--- src/rtl/hs32_pkg.sv ---
// Shared types for the hs32 memory arbiter: FSM states, master select, bus request payload.
package hs32_pkg;

  localparam int unsigned AW = 32;
  localparam int unsigned DW = 32;

  typedef enum logic [1:0] {
    IDLE   = 2'd0,
    BUSY_F = 2'd1,
    BUSY_X = 2'd2
  } state_t;

  typedef enum logic {
    MST_F = 1'b0,
    MST_X = 1'b1
  } mst_t;

  typedef struct packed {
    logic [AW-1:0] addr;
    logic [DW-1:0] dtw;
    logic          rw;
  } bus_req_t;

endpackage

--- src/rtl/hs32_arb_pick.sv ---
// Combinational master selector. Define HS32_ARB_FAIR_EN for alternating tie-break,
// otherwise execute always wins a tie.
module hs32_arb_pick
  import hs32_pkg::*;
(
  input  logic stbf,
  input  logic stbx,
  input  mst_t last,
  output logic grant,
  output mst_t mst
);

`ifdef HS32_ARB_FAIR_EN
  always_comb begin
    grant = stbf | stbx;
    mst   = MST_F;
    if (stbf && stbx)
      mst = (last == MST_F) ? MST_X : MST_F;
    else if (stbx)
      mst = MST_X;
  end
`else
  logic unused_last;
  assign unused_last = logic'(last);

  always_comb begin
    grant = stbf | stbx;
    mst   = stbx ? MST_X : MST_F;
  end
`endif

endmodule

--- src/rtl/hs32_mem_arbiter.sv ---
// Single-port memory arbiter between fetch and execute masters.
// Tie-break policy selected in hs32_arb_pick by HS32_ARB_FAIR_EN.
module hs32_mem_arbiter
  import hs32_pkg::*;
(
  input  logic          clk,
  input  logic          reset,
  input  logic          flush,
  input  logic [AW-1:0] addrf,
  input  logic          stbf,
  output logic [DW-1:0] dtrf,
  output logic          ackf,
  output logic          stlf,
  input  logic [AW-1:0] addrx,
  input  logic [DW-1:0] dtwx,
  input  logic          rwx,
  input  logic          stbx,
  output logic [DW-1:0] dtrx,
  output logic          ackx,
  output logic          stlx,
  output logic [AW-1:0] addr,
  output logic [DW-1:0] dtw,
  output logic          rw,
  output logic          stb,
  input  logic [DW-1:0] dtr,
  input  logic          ack
);

  state_t        state, state_nxt;
  logic          discard, discard_nxt;
  bus_req_t      bus_nxt;
  logic          stb_nxt, ackf_nxt, ackx_nxt, stlf_nxt, stlx_nxt;
  logic [DW-1:0] dtrf_nxt, dtrx_nxt;
  logic          fetch_req_c;
  logic          grant_c;
  mst_t          mst_c;
  mst_t          last;

  // A fetch strobe coincident with flush belongs to the squashed path.
  assign fetch_req_c = stbf & ~flush;

  hs32_arb_pick u_pick (
    .stbf  (fetch_req_c),
    .stbx  (stbx),
    .last  (last),
    .grant (grant_c),
    .mst   (mst_c)
  );

`ifdef HS32_ARB_FAIR_EN
  always_ff @(posedge clk) begin
    if (!reset)
      last <= MST_F;
    else if (state == IDLE && grant_c)
      last <= mst_c;
  end
`else
  assign last = MST_F;
`endif

  always_ff @(posedge clk) begin
    if (!reset) begin
      state   <= IDLE;
      discard <= 1'b0;
      addr    <= '0;
      dtw     <= '0;
      rw      <= 1'b0;
      stb     <= 1'b0;
      ackf    <= 1'b0;
      ackx    <= 1'b0;
      stlf    <= 1'b0;
      stlx    <= 1'b0;
      dtrf    <= '0;
      dtrx    <= '0;
    end else begin
      state   <= state_nxt;
      discard <= discard_nxt;
      addr    <= bus_nxt.addr;
      dtw     <= bus_nxt.dtw;
      rw      <= bus_nxt.rw;
      stb     <= stb_nxt;
      ackf    <= ackf_nxt;
      ackx    <= ackx_nxt;
      stlf    <= stlf_nxt;
      stlx    <= stlx_nxt;
      dtrf    <= dtrf_nxt;
      dtrx    <= dtrx_nxt;
    end
  end

  always_comb begin
    state_nxt   = state;
    discard_nxt = discard;
    bus_nxt     = '{addr: addr, dtw: dtw, rw: rw};
    stb_nxt     = 1'b0;
    ackf_nxt    = 1'b0;
    ackx_nxt    = 1'b0;
    stlf_nxt    = 1'b0;
    stlx_nxt    = 1'b0;
    dtrf_nxt    = dtrf;
    dtrx_nxt    = dtrx;

    unique case (state)
      IDLE: begin
        discard_nxt = 1'b0;
        if (grant_c) begin
          stb_nxt = 1'b1;
          if (mst_c == MST_X) begin
            bus_nxt   = '{addr: addrx, dtw: dtwx, rw: rwx};
            state_nxt = BUSY_X;
            stlf_nxt  = fetch_req_c;
          end else begin
            bus_nxt.addr = addrf;
            bus_nxt.rw   = 1'b0;
            state_nxt    = BUSY_F;
            stlx_nxt     = stbx;
          end
        end
      end
      BUSY_F: begin
        if (flush)
          discard_nxt = 1'b1;
        if (ack) begin
          // Same-cycle flush also squashes the response.
          if (!(discard || flush)) begin
            dtrf_nxt = dtr;
            ackf_nxt = 1'b1;
          end
          discard_nxt = 1'b0;
          state_nxt   = IDLE;
        end
        stlf_nxt = fetch_req_c & ~ackf_nxt;
        stlx_nxt = stbx;
      end
      BUSY_X: begin
        if (ack) begin
          dtrx_nxt  = dtr;
          ackx_nxt  = 1'b1;
          state_nxt = IDLE;
        end
        stlf_nxt = fetch_req_c;
        stlx_nxt = stbx & ~ackx_nxt;
      end
      default: state_nxt = IDLE;
    endcase
  end

endmodule
--- config.mk ---
export PLATFORM = sky130hd
export DESIGN_NAME = hs32_mem_arbiter
export DESIGN_NICKNAME = d
export VERILOG_FILES = /design/src/rtl/hs32_pkg.sv /design/src/rtl/hs32_arb_pick.sv /design/src/rtl/hs32_mem_arbiter.sv
export SDC_FILE = /design/constraint.sdc
export NUM_CORES = 1
export LEC_CHECK = 0
export BUFFER_PORTS_ARGS = -buffer_cell sky130_fd_sc_hd__buf_2
export CAP_MARGIN = 20
export CORE_ASPECT_RATIO = 1.2
export CORE_MARGIN = 3
export CORE_UTILIZATION = 46
export DETAILED_ROUTE_END_ITERATION = 7
export HOLD_SLACK_MARGIN = 0.12
export PLACE_DENSITY_LB_ADDON = 0.12
export SLEW_MARGIN = 5
export SYNTH_ARGS = -nofsm -noshare
export SYNTH_HDL_FRONTEND = slang
export SYNTH_HIERARCHICAL = 1
export SYNTH_SLANG_ARGS = --single-unit
--- constraint.sdc ---
create_clock -name clk -period 2.12 [get_ports clk]
set_clock_uncertainty 0.1 [all_clocks]
set_input_delay 0.106 -clock clk [delete_from_list [all_inputs] [get_ports clk]]
set_output_delay 0.106 -clock clk [all_outputs]
set_load 0.01 [all_outputs]
# ---- Word level (Yosys, flattened, before mapping)
# Index checks and enable logic that the tools add are counted.
dict set report word_totals {
  input_bits 135
  ff_bits 137
  output_inout_bits 134
  word_cells 60
}
dict set report classes {
  eq_ne 5
  muxes 22
  bitwise 8
  reduce_logical 13
}
# operator n
set op_table {}
lappend op_table {{$mux W32} 1}
lappend op_table {{$mux W1} 14}
lappend op_table {{$reduce_and A2 Y1} 7}
lappend op_table {{$mux W2} 3}
lappend op_table {{$pmux W1 S3} 2}
lappend op_table {{$reduce_and A3 Y1} 2}
lappend op_table {{$not A1 Y1} 4}
lappend op_table {{$pmux W2 S2} 1}
lappend op_table {{$and A1 B1 Y1} 3}
lappend op_table {{$ne A3 B3 Y1 const B} 1}
lappend op_table {{$eq A2 B1 Y1 const B} 1}
lappend op_table {{$eq A2 B2 Y1 const B} 1}
lappend op_table {{$logic_not A2 Y1} 1}
lappend op_table {{$ne A2 B1 Y1 const B} 1}
lappend op_table {{$ne A2 B2 Y1 const B} 1}
lappend op_table {{$pmux W1 S2} 1}
lappend op_table {{$reduce_bool A2 Y1} 1}
lappend op_table {{$reduce_or A2 Y1} 1}
lappend op_table {{$logic_or A1 B1 Y1} 1}
lappend op_table {{$or A1 B1 Y1} 1}

# ---- Logic depth before layout (Yosys ltp)
dict set report depth {
  word_depth 7
  mapped_depth 7
  depth_no_buf 5
}

# ---- Cells and area by module
# The synthesis kept the hierarchy.
# module cells_each area_per_inst_um2 seq_area_each_um2 n_inst
set by_module_without_submodules {}
lappend by_module_without_submodules {hs32_mem_arbiter 611 5486.5 2742.6 1}
lappend by_module_without_submodules {hs32_arb_pick 2 13.8 0.0 1}

# ---- Worst setup path after synthesis
# OpenSTA, ideal clock, no wires.
dict set report synth_timing {
  path_kind {reg2reg}
  from {register state[0]}
  to {register addr[10]}
  n_path_buf 2
  required_time_ns 1.904
  stages_incl_launch_ff 7
  setup_time_ns 0.116
  arrival_ns 1.321
  setup_slack_ns 0.583
  synth_period_minus_slack_ns 1.537
  path_cell_list {dfxtp_1 inv_1 ha_1 and2_1 buf_4 buf_2 o211a_1}
}
dict set report synth_between {
  elab_chain_cells 2
}
# element line
set synth_rtl {}
lappend synth_rtl {{start: declaration} hs32_mem_arbiter.sv:29} ;# state_t state, state_nxt;
lappend synth_rtl {{start signal: assignment} hs32_mem_arbiter.sv:76} ;# state <= state_nxt;
lappend synth_rtl {{$logic_not A2 Y1} hs32_mem_arbiter.sv:103} ;# unique case (state)
lappend synth_rtl {{$reduce_and A2 Y1 (no line)} --}
lappend synth_rtl {{end signal: assignment} hs32_mem_arbiter.sv:78} ;# addr <= bus_nxt.addr;
lappend synth_rtl {{end: declaration} hs32_mem_arbiter.sv:21} ;# output logic [AW-1:0] addr,
# Every way passes these cells.
# A chain may end at the register's enable or synchronous reset.

# ---- Final worst setup path
dict set report layout_timing {
  from {input port flush}
  to {register dtw[0]}
}
dict set report layout_between {
  elab_chain_cells 4
}
# element line
set layout_rtl {}
lappend layout_rtl {{start: declaration} hs32_mem_arbiter.sv:8} ;# input logic flush,
lappend layout_rtl {{$not A1 Y1} hs32_mem_arbiter.sv:40} ;# assign fetch_req_c = stbf & ~flush;
lappend layout_rtl {{$and A1 B1 Y1} hs32_mem_arbiter.sv:40}
lappend layout_rtl {{via fetch_req_c} hs32_mem_arbiter.sv:34} ;# logic fetch_req_c;
lappend layout_rtl {{$or A1 B1 Y1} hs32_arb_pick.sv:27} ;# grant = stbf | stbx;
lappend layout_rtl {{via grant_c} hs32_mem_arbiter.sv:35} ;# logic grant_c;
lappend layout_rtl {{$reduce_and A3 Y1 (no line)} --}
lappend layout_rtl {{end signal: assignment} hs32_mem_arbiter.sv:79} ;# dtw <= bus_nxt.dtw;
lappend layout_rtl {{end: declaration} hs32_mem_arbiter.sv:22} ;# output logic [DW-1:0] dtw,
# The timed path passes the listed nets, and every way through them passes these cells.

==> metrics list <==
- Worst setup EP type: flop
- Worst Hold Margin: 0.151 ns
- Entering global routing, the biggest net connects 66 pins.
* Antenna violations before repair: 0
- Worst Tran Pin Value: 0.611 ns
* Synthesized area per cell: 8.98 um^2
- Filler Cell Count: 818
- 0 antenna diodes ended up in the layout.
* Number of buffers added for setup after CTS: 0
- CTS built an H-tree with a depth of 4.
- Across the run, the number of max-cap violations was 0.
* Area enclosed by the die boundary: 13300 um^2
- Wire length after detailed routing: 17700 um
* First-pass DRT Iterations: 5
- The wire-length estimate of the detail-placed layout is 10200 um.
* Height of the die: 126 um
- Global routing met2 resource utilization: 47.5%
- Vias in the first global route: 6059
- Worst setup slack after layout: 0.234 ns
- Clock root buffer: sky130_fd_sc_hd__clkbuf_16
- Prior to clock tree synthesis, the placed netlist has a worst setup slack of 0.188 ns.
- Cts bufs inserted: 17
- Met1 Resource Use GR: 28.4%
- In this run, the number of DRC markers left after iteration 0 of detailed routing was 335.
* Most Used Layer, Global Route: met2
* Register-to-register path setup slack: 0.34 ns
- P&R area growth vs syn: 60.2%
* Per-cell via count in the routed design: 5.08
- The floorplan step defined a core boundary enclosing 11600 um^2.
- Final setup viols: 0
- Final net count: 1130
* Weighted congestion reported at the end of routability-driven placement: 0.815
- The setup path with the least slack is of type in -> reg.
* Detail Route Antenna Nets: 0
- The synthesized netlist occupies a cell area of 5500 um^2.
- Setup repair after global routing left no endpoint under its margin.
- YS warnings: 6
* Vias: 5895
- Counting along the longest clock path gives a buffer depth of 2.
- IO Pins: 269
- Number of standard-cell rows in the floorplan: 43
* Slowest-stage cell, CP: sky130_fd_sc_hd__dlygate4sd3_1
- Summed over all cells, the static leakage comes to 4.37 nW.
* Total placed instance area: 6860 um^2
- DIE WIDTH: 106 um
- After routing the design area is 8800 um^2.
- In the final routed layout, each cell accounts on average for 15.2 um.
* Required arrival time at the worst endpoint: 2.34 ns
* CTS tree: done
* Synthesized netlist cell count: 612
- Launching element type of the critical path: input pin
- Footprint of the flip-flops and latches: 2740 um^2
- Wire length of the first global-routing pass: 28700 um
* Fraction of the cycle the final worst path needs: 88.9%
- Area of the multi-input gates: 2430 um^2
- Worst-path cell chain: dlygate4sd3_1 > buf_2 > and2b_1 > or2_1 > and3_2 > buf_4 > nand2_1 > a21boi_0
- Syn Nets: 751
- Data on the critical path arrives at its endpoint at 2.11 ns.
* Clock Sink Count: 137
- Final Max Slew Viols: 0
- Grt ovf: 0
- Period minus WS final: 1.89 ns
- Critical Path Fanout Max: 22
* Initial core utilization: 47.3%
- P per Cell Area: 795 nW/um^2
* Aggregate negative setup slack: 0 ns
- Global-route total usage across every layer: 26.5%
- During placement, the flow inserted port buffers numbering 268.
* Delay contributed by the slowest stage of the critical path: 0.55 ns
- Insertion delay of the later-clocked pin in the worst-skew pair: 0.40 ns
* Highest clock frequency the design can meet: 530 MHz
- Clock transition at path regs: 0.06 ns
- IR analysis of the VDD net gives a maximum drop of 536 uV.
- In the final layout, the share of cells above drive strength 1 is 31.2%.
- Slew HR: 59.3%
- Outcome: completed
* Residual DRC count: 0
* Hold WC Path Type: in -> reg
- The number of hold violations in the final report was 0.
* GRT met3 Usage: 6.71%
## through the flow
step                power (mW)  std cells  utilization (%)
floorplan                 3.35        612                -
finish                    7.00       1161             75.8
detailed placement        3.71        997             59.0
CTS                       7.01       1161             75.8
global route              7.29       1161             75.8
global placement          3.68        997             59.0
## timing repair
action | CTS | global route
setup endpoints to repair | 0 | 10
hold buffers | 132 | 0
endpoints found under the hold margin | 133 | 0
resized for setup | 0 | 1
## layout make-up
cell class	count	area share [%]
well taps	157	2.23
repair buffers	411	31.8
flip-flops and latches	137	31.1
clock buffers	18	4.87
multi-input cells	421	27.6
inverters	3	0.128
clock inverters	14	2.25
## power breakdown
group	internal (mW)	total (mW)	switching [mW]
Clock	1.98	3.10	1.12
Combinational	0.563	1.10	0.533
Sequential	2.73	2.81	0.0814
## flip-flops by register name (all words and copies together) (netlist names)
register and flops:
ackx 1, discard 1, rw 1, addr 32
dtrf 32, stb 1, dtw 32, state 2
stlx 1, ackf 1, stlf 1, dtrx 32
## critical path, delay by kind of cell
kind                   cells  cell delay [ns]
buffers and inverters      3             0.99
and+or+nand+nor            4             0.84
AOI/OAI and AO/OA          1             0.17
## cells in the final DEF (no fill, tap or decap), types with 3 or more instances in the layout
cell	instances
sky130_fd_sc_hd__nand2_1	195
sky130_fd_sc_hd__inv_1	3
sky130_fd_sc_hd__nand3_1	33
sky130_fd_sc_hd__dfxtp_1	137
sky130_fd_sc_hd__a21boi_1	44
sky130_fd_sc_hd__o21ai_0	34
sky130_fd_sc_hd__buf_12	4
sky130_fd_sc_hd__buf_4	8
sky130_fd_sc_hd__dlygate4sd3_1	132
sky130_fd_sc_hd__buf_2	267
sky130_fd_sc_hd__clkbuf_16	17
sky130_fd_sc_hd__clkinv_4	5
sky130_fd_sc_hd__mux2i_1	32
sky130_fd_sc_hd__and2b_1	3
sky130_fd_sc_hd__bufinv_16	4
sky130_fd_sc_hd__a21boi_0	23
sky130_fd_sc_hd__ha_1	4
sky130_fd_sc_hd__o211a_1	32
sky130_fd_sc_hd__nor2b_1	4
## final timing paths
path,startpoint,cells past startpoint,end
hold reg to reg,dtw[12],2,dtw[12]
hold / removal,reset,2,dtw[11]
setup reg to reg,state[0],6,dtw[0]
setup / recovery,flush,8,dtw[0]
## per-layer routing
layer	share of wire, %	up-vias
met1	38	2740
met5	0	-
met3	6.7	62
met2	51	271
li1	-	2822
met4	4.3	0
No activity file was read; power rests on OpenSTA's default activity.
